`src/rtl/alu_pkg.sv`:
```
// Shared definitions for the sequential ALU: operation encodings, FSM
// state encoding and the bit positions of the NZCV flags inside ALUFlags.
package alu_pkg;

  // Operation select as presented on ALUControl.
  typedef enum logic [2:0] {
    OP_ADD = 3'b000,
    OP_SUB = 3'b001,
    OP_AND = 3'b010,
    OP_OR  = 3'b011,
    OP_XOR = 3'b100,
    OP_LSL = 3'b101,
    OP_LSR = 3'b110,
    OP_MUL = 3'b111
  } alu_op_t;

  // Request/response FSM: IDLE accepts, BUSY runs the multiplier,
  // DONE presents the registered result until the consumer takes it.
  typedef enum logic [1:0] {
    ST_IDLE = 2'd0,
    ST_BUSY = 2'd1,
    ST_DONE = 2'd2
  } state_t;

  // Bit positions of the flags inside the 4-bit {N,Z,C,V} vector.
  localparam int FLAG_N = 3;
  localparam int FLAG_Z = 2;
  localparam int FLAG_C = 1;
  localparam int FLAG_V = 0;

endpackage : alu_pkg

```
`src/rtl/alu_mul_iter.sv`:
```
// Iterative shift-add multiplier producing the low WIDTH bits of a*b.
// A start pulse latches the operands and runs WIDTH steps, one per clock.
// done is high during the final step; product is the accumulator value
// that step produces, so the caller can register it on the same edge.
module alu_mul_iter #(
  parameter int WIDTH = 32
) (
  input  logic             clk,
  input  logic             reset,
  input  logic             start,
  input  logic [WIDTH-1:0] a,
  input  logic [WIDTH-1:0] b,
  output logic             busy,
  output logic             done,
  output logic [WIDTH-1:0] product
);

  // Counter must be able to hold the value WIDTH itself.
  localparam int CW = $clog2(WIDTH) + 1;

  logic [WIDTH-1:0] mcand_q, mcand_d;
  logic [WIDTH-1:0] mplier_q, mplier_d;
  logic [WIDTH-1:0] acc_q, acc_d;
  logic [CW-1:0]    cnt_q, cnt_d;
  logic             busy_q, busy_d;
  logic [WIDTH-1:0] step_acc;

  // Accumulator value after the current step; only the low WIDTH bits
  // are kept, so partial products shifted past the top simply drop out.
  assign step_acc = mplier_q[0] ? (acc_q + mcand_q) : acc_q;

  assign busy    = busy_q;
  assign done    = busy_q && (cnt_q == CW'(1));
  assign product = step_acc;

  // Next-state logic: load on start, otherwise advance one step while busy.
  always_comb begin
    // NOTE: every signal gets a default before any branch, so no path
    // leaves a variable unassigned and no latch is inferred.
    mcand_d  = mcand_q;
    mplier_d = mplier_q;
    acc_d    = acc_q;
    cnt_d    = cnt_q;
    busy_d   = busy_q;
    if (start) begin
      mcand_d  = a;
      mplier_d = b;
      acc_d    = '0;
      cnt_d    = CW'(WIDTH);
      busy_d   = 1'b1;
    end else if (busy_q) begin
      acc_d    = step_acc;
      mcand_d  = mcand_q << 1;
      mplier_d = mplier_q >> 1;
      cnt_d    = cnt_q - CW'(1);
      if (cnt_q == CW'(1)) begin
        busy_d = 1'b0;
      end
    end
  end

  // State registers with asynchronous active-high clear.
  always_ff @(posedge clk or posedge reset) begin
    // NOTE: the datapath registers are cleared along with the control
    // flops so an aborted multiply leaves no stale operands behind.
    if (reset) begin
      mcand_q  <= '0;
      mplier_q <= '0;
      acc_q    <= '0;
      cnt_q    <= '0;
      busy_q   <= 1'b0;
    end else begin
      // NOTE: non-blocking assignments here; all flops sample their
      // _d inputs from the same pre-edge values.
      mcand_q  <= mcand_d;
      mplier_q <= mplier_d;
      acc_q    <= acc_d;
      cnt_q    <= cnt_d;
      busy_q   <= busy_d;
    end
  end

endmodule : alu_mul_iter

```
`src/rtl/alu_seq.sv`:
```
// Handshaked sequential ALU. Single-cycle ops (add, sub, logic, shifts)
// are registered one cycle after acceptance; MUL is handed to the
// iterative multiplier and completes WIDTH+1 cycles after acceptance.
// Result and ALUFlags stay stable while out_valid is high.
module alu_seq
  import alu_pkg::*;
#(
  parameter int WIDTH = 32
) (
  input  logic             clk,
  input  logic             reset,
  input  logic             in_valid,
  output logic             in_ready,
  input  logic [WIDTH-1:0] a,
  input  logic [WIDTH-1:0] b,
  input  logic [2:0]       ALUControl,
  output logic             out_valid,
  input  logic             out_ready,
  output logic [WIDTH-1:0] Result,
  output logic [3:0]       ALUFlags
);

  // Shift amount field width follows from WIDTH and is not adjustable.
  localparam int SHW = $clog2(WIDTH);

  state_t           state_q, state_d;
  logic [WIDTH-1:0] result_q, result_d;
  logic [3:0]       flags_q, flags_d;

  alu_op_t          op;
  logic             accept;
  logic [SHW-1:0]   sh_amt;

  logic [WIDTH:0]   add_wide;
  logic [WIDTH:0]   sub_wide;
  logic [WIDTH:0]   lsl_wide;
  logic [WIDTH:0]   lsr_wide;

  logic [WIDTH-1:0] alu_r;
  logic             alu_c;
  logic             alu_v;

  logic             mul_start;
  logic             mul_busy;
  logic             mul_done;
  logic [WIDTH-1:0] mul_product;

  // Pack a result with its carry/overflow into the {N,Z,C,V} layout.
  function automatic logic [3:0] pack_flags(input logic [WIDTH-1:0] r,
                                            input logic             c,
                                            input logic             v);
    logic [3:0] f;
    f         = '0;
    f[FLAG_N] = r[WIDTH-1];
    f[FLAG_Z] = (r == '0);
    f[FLAG_C] = c;
    f[FLAG_V] = v;
    return f;
  endfunction

  assign op     = alu_op_t'(ALUControl);
  assign sh_amt = b[SHW-1:0];

  // Only IDLE accepts; the multiplier-busy term is a defensive interlock.
  assign in_ready  = (state_q == ST_IDLE) && !mul_busy;
  assign accept    = in_valid && in_ready;
  assign out_valid = (state_q == ST_DONE);
  assign Result    = result_q;
  assign ALUFlags  = flags_q;

  // Single-cycle datapath: every op computed in parallel, one selected.
  always_comb begin
    // Carry-out lands in the extra top bit of each widened sum.
    add_wide = {1'b0, a} + {1'b0, b};
    sub_wide = {1'b0, a} + {1'b0, ~b} + {{WIDTH{1'b0}}, 1'b1};
    // Left shift through an extra top bit: the last bit shifted out of
    // a[WIDTH-1] ends up at bit WIDTH, which is zero for a zero shift.
    lsl_wide = {1'b0, a} << sh_amt;
    // Right shift through an extra bottom bit: the last bit shifted out
    // of a[0] ends up at bit 0, which is zero for a zero shift.
    lsr_wide = {a, 1'b0} >> sh_amt;

    alu_r = '0;
    alu_c = 1'b0;
    alu_v = 1'b0;
    case (op)
      OP_ADD: begin
        alu_r = add_wide[WIDTH-1:0];
        alu_c = add_wide[WIDTH];
        // Overflow: operands share a sign that the result does not.
        alu_v = (a[WIDTH-1] == b[WIDTH-1]) && (alu_r[WIDTH-1] != a[WIDTH-1]);
      end
      OP_SUB: begin
        alu_r = sub_wide[WIDTH-1:0];
        alu_c = sub_wide[WIDTH];
        // Overflow: operand signs differ and the result flips from a's.
        alu_v = (a[WIDTH-1] != b[WIDTH-1]) && (alu_r[WIDTH-1] != a[WIDTH-1]);
      end
      OP_AND: alu_r = a & b;
      OP_OR:  alu_r = a | b;
      OP_XOR: alu_r = a ^ b;
      OP_LSL: begin
        alu_r = lsl_wide[WIDTH-1:0];
        alu_c = lsl_wide[WIDTH];
      end
      OP_LSR: begin
        alu_r = lsr_wide[WIDTH:1];
        alu_c = lsr_wide[0];
      end
      default: begin
        // MUL is produced by the iterative multiplier, not this path.
        alu_r = '0;
      end
    endcase
  end

  // Control FSM: accept, run the multiplier if needed, hold the result.
  always_comb begin
    state_d   = state_q;
    result_d  = result_q;
    flags_d   = flags_q;
    mul_start = 1'b0;
    case (state_q)
      ST_IDLE: begin
        if (accept) begin
          if (op == OP_MUL) begin
            mul_start = 1'b1;
            state_d   = ST_BUSY;
          end else begin
            result_d = alu_r;
            flags_d  = pack_flags(alu_r, alu_c, alu_v);
            state_d  = ST_DONE;
          end
        end
      end
      ST_BUSY: begin
        // The final multiplier step and the result register share an edge.
        if (mul_done) begin
          result_d = mul_product;
          flags_d  = pack_flags(mul_product, 1'b0, 1'b0);
          state_d  = ST_DONE;
        end
      end
      ST_DONE: begin
        if (out_ready) begin
          state_d = ST_IDLE;
        end
      end
      default: begin
        state_d = ST_IDLE;
      end
    endcase
  end

  // FSM and output registers; reset discards any op in flight.
  always_ff @(posedge clk or posedge reset) begin
    if (reset) begin
      state_q  <= ST_IDLE;
      result_q <= '0;
      flags_q  <= '0;
    end else begin
      state_q  <= state_d;
      result_q <= result_d;
      flags_q  <= flags_d;
    end
  end

  alu_mul_iter #(
    .WIDTH (WIDTH)
  ) u_mul (
    .clk     (clk),
    .reset   (reset),
    .start   (mul_start),
    .a       (a),
    .b       (b),
    .busy    (mul_busy),
    .done    (mul_done),
    .product (mul_product)
  );

endmodule : alu_seq
```
`config.mk`:
```
export PLATFORM = sky130hd
export DESIGN_NAME = alu_seq
export DESIGN_NICKNAME = d
export VERILOG_FILES = /design/src/rtl/alu_pkg.sv /design/src/rtl/alu_mul_iter.sv /design/src/rtl/alu_seq.sv
export SDC_FILE = /design/constraint.sdc
export NUM_CORES = 1
export LEC_CHECK = 0
export ABC_AREA = 1
export CAP_MARGIN = 30
export CORE_MARGIN = 3
export CORE_UTILIZATION = 30
export DETAILED_ROUTE_END_ITERATION = 6
export PLACE_DENSITY = 0.45
export SYNTH_ARGS = -nofsm -noshare
export SYNTH_HDL_FRONTEND = slang
export SYNTH_SLANG_ARGS = --single-unit
```
`constraint.sdc`:
```
create_clock -name clk -period 4.3 [get_ports clk]
set_input_delay 0.86 -clock clk [delete_from_list [all_inputs] [get_ports clk]]
set_output_delay 0.86 -clock clk [all_outputs]
set_load 0.05 [all_outputs]
```
==> metrics <==
Adder-Cell Fraction of Synth Area=0.0953; Rows=between 90 and 100; EDFF count, synth=0; Ports=about 110; Total Routed Length=106000 um; Initial Util=0.305; H-tree levels=4; total track usage=0.317; status=complete, but fails checks; total CTS buffers=17; worst vdd ir=~0.0003 V; Yosys reg bits=140; CTS tree=yes; final antenna-violating net count=0; Synth area leader=nand2_1; Compound-Gate Fraction of Synth Area=0.118; critical path type=input port to flip-flop; die area=between 0.06 and 0.07 mm^2; critical path capture point type=flip-flop; Via density=~5.3; core area=0.0619 mm^2; Skew-Pair Late Insertion Delay=490 ps; Hold WC Path Type=flip-flop to flip-flop; CP Data Arrival Time=between 4000 and 5000 ps; Placed Cells incl. Taps=about 4400; Critical Path RT=~4700 ps; syn avg cell area=around 5.7 um^2; Final Power=about 6.2 mW; Post-CTS Hold Fix Bufs=0; DRC Markers=6; vias in the first global route=22337; clock tree buffer depth=2; Critical path buffers and inverters=3; synthesized cell area=0.0189 mm^2; Leak=12.3 nW; Slew @ Worst Pin=898 ps; fin crit period=4090 ps; GRT overflow=0; Tcrit/Tclk final=0.950; synthesized net count=roughly 3500; failing checks=DRC; DP Wirelength=between 80000 and 90000 um; initial antenna violation count=5; part of the Yosys area used for sequential elements=0.186; DR WL/cell=~24 um; RSZ-0062 raised after global routing=false; worst hold slack=slightly below 500 ps; CTS Root Cell=clkbuf_16; Power Density=roughly 270 mW/mm^2; Top FF cell, synth=dfrtp_1; largest net degree at the start of global routing=77; DRT Pass-1 Iters=7; area delta synth->final=20.7%; layout cell share with drive strength beyond 1=0.0990; crit-path max FO=9; FF-to-FF setup slack=roughly 1100 ps; Synthesis Warnings=0; Ant. Diodes=0; Post-CTS Setup Repair Bufs=0; port bufs=108; post-CTS resize count=0; Vias=approximately 23000; clock skew=~22 ps; post-synthesis cell count=3309; largest family of logic cells by synthesized area=simple AND/OR/NAND/NOR gates; xor and xnor fraction of the mapped netlist area=0.00325; synth unique cells=48; non-filler instance count after layout=around 4400; number of nets in the layout=between 3000 and 4000; maxcap violations=0; worst rel slew slack=0.400; CP startpoint kind=input port; Setup Viol. Count Final=0; mux contribution to synthesized area=0; Worst-path clk slew=approximately 80 ps; largest stage delay on the critical path=roughly 660 ps; Die Span Y=between 200 and 300 um; Async SR Flop Fraction=1.00; clock sink count=140; Max Clock Freq=245 MHz; delay-heaviest family, CP=simple AND/OR/NAND/NOR gates; global-route wire length before repair=around 150000 um; Die Wd=about 260 um; Synth top area share=0.195; largest cells by area after synthesis=nand2_1 (19%), dfrtp_1 (19%), nand3_1 (16%); routability cong.=between 1 and 1.5; TNS Setup=0 ps; Slowest cell on crit path=clkdlybuf4s50_1; worst path cell trace=clkdlybuf4s50_1, inv_1, ha_1, buf_4, nor2_1, nand2_1, nor3_1, nand3_1, nand3_1, nand2_1, nand3_1, nand3_1, nor2_1, nand2_1, nor2_1, nand3_1, nand2_1, nand2_1, nand2_1; Iter 0 DRT Violations=about 2500; Top cell by count, worst path=nand2_1; final hold vios=0; Synth Area in Simple Gates=0.463; final max-slew violation count=0
[synth_stat cells (18+ instances only)]
library cell and instances:
nand2_1 980, nand3_1 589, inv_1 469, nor2_1 320, dfrtp_1 140, ha_1 139, o21ai_0 114, a21oi_1 103
buf_2 66, clkbuf_1 53, o211ai_1 40, nand4_1 36, o22ai_1 30, o221ai_1 22, nor3_1 20, a22oi_1 18
nand2_2 18
[final cells by class]
cell class	count	area [um^2]
fill	7012	39200
multi-input combinational	2538	12800
sequential	140	3500
timing repair buffer	354	3010
inverter	482	1820
tap	837	1050
clock buffer	18	439
clock inverter	14	140
[sequential cells by signal (all words and copies together), names as in the netlist]
register	count
ALUFlags	3
u_mul.busy	1
state_q	2
u_mul.mcand_q	32
u_mul.cnt_q	6
Result	32
u_mul.mplier_q	32
u_mul.acc_q	32
[kinds of logic after synthesis]
family	after synthesis
compound gates	371
xor+xnor	7
fa+ha+maj	142
buf+inv	631
flops	140
simple gates	2018
[per-stage QoR]
stage / worst slack (ps) / utilization / instance area, um^2
2_1_floorplan: 1140 / - / 18900
3_3_place_gp: -297 / 0.358 / 22200
3_5_place_dp: -193 / 0.358 / 22200
4_1_cts: 321 / 0.368 / 22800
5_1_grt: 28.3 / 0.368 / 22800
6_report: 215 / 0.368 / 22800
[final timing paths]
path	cells after the start	from	end
max	19	a[17]	ALUFlags[2]
min	2	Result[4]	Result[4]
max reg2reg	19	u_mul.mcand_q[0]	ALUFlags[2]
min reg2reg	2	Result[4]	Result[4]
max in group asynchronous	3	reset	u_mul.mplier_q[11]
min in group asynchronous	2	reset	u_mul.acc_q[1]
[worst reg2reg max path: stages, from the launching register on]
cell and delay (ps):
dfrtp_1 430, ha_1 250, fa_1 400, nand2_1 100, nand2_1 110, nand3_1 110, nand2_1 160, nand2_1 100
nand3_1 110, nand2_1 120, nand3_1 100, nor2_1 170, nand3_1 100, nor2_1 260, nand4_1 130, nor2_1 110
nand2_1 130, nand2_1 100, nand2_1 50, nand2_1 70
[per-layer routing]
metal | wire length, um | vias up | track usage
met2 | 46600 | 866 | 0.500
met4 | 4710 | 2 | 0.130
met1 | 48200 | 10870 | 0.434
met5 | 13 | - | 0
met3 | 6340 | 151 | 0.0427
li1 | - | 11150 | -
[placed cells by master, fill, tap and decap left out, drive strengths merged, types with 9 or more instances in the layout]
master         count
nor3              22
o221ai            22
nor2             329
a22o              11
buf              250
inv              489
nand2           1010
o22ai             30
a22oi             18
nand3            600
dfrtp            140
a21oi            103
o21ai            123
ha               139
clkdlybuf4s50    104
nand4             36
o211ai            40
clkbuf            18
o21bai             9
[power breakdown]
| group | switching [mW] | total, mW | internal, mW | leakage (nW) |
|---|---|---|---|---|
| clock network | 0.805 | 1.59 | 0.789 | 0.288 |
| logic | 2.09 | 3.06 | 0.970 | 10.2 |
| registers | 0.0882 | 1.54 | 1.46 | 1.77 |
Note: power is estimated with default switching activity, not from simulation.
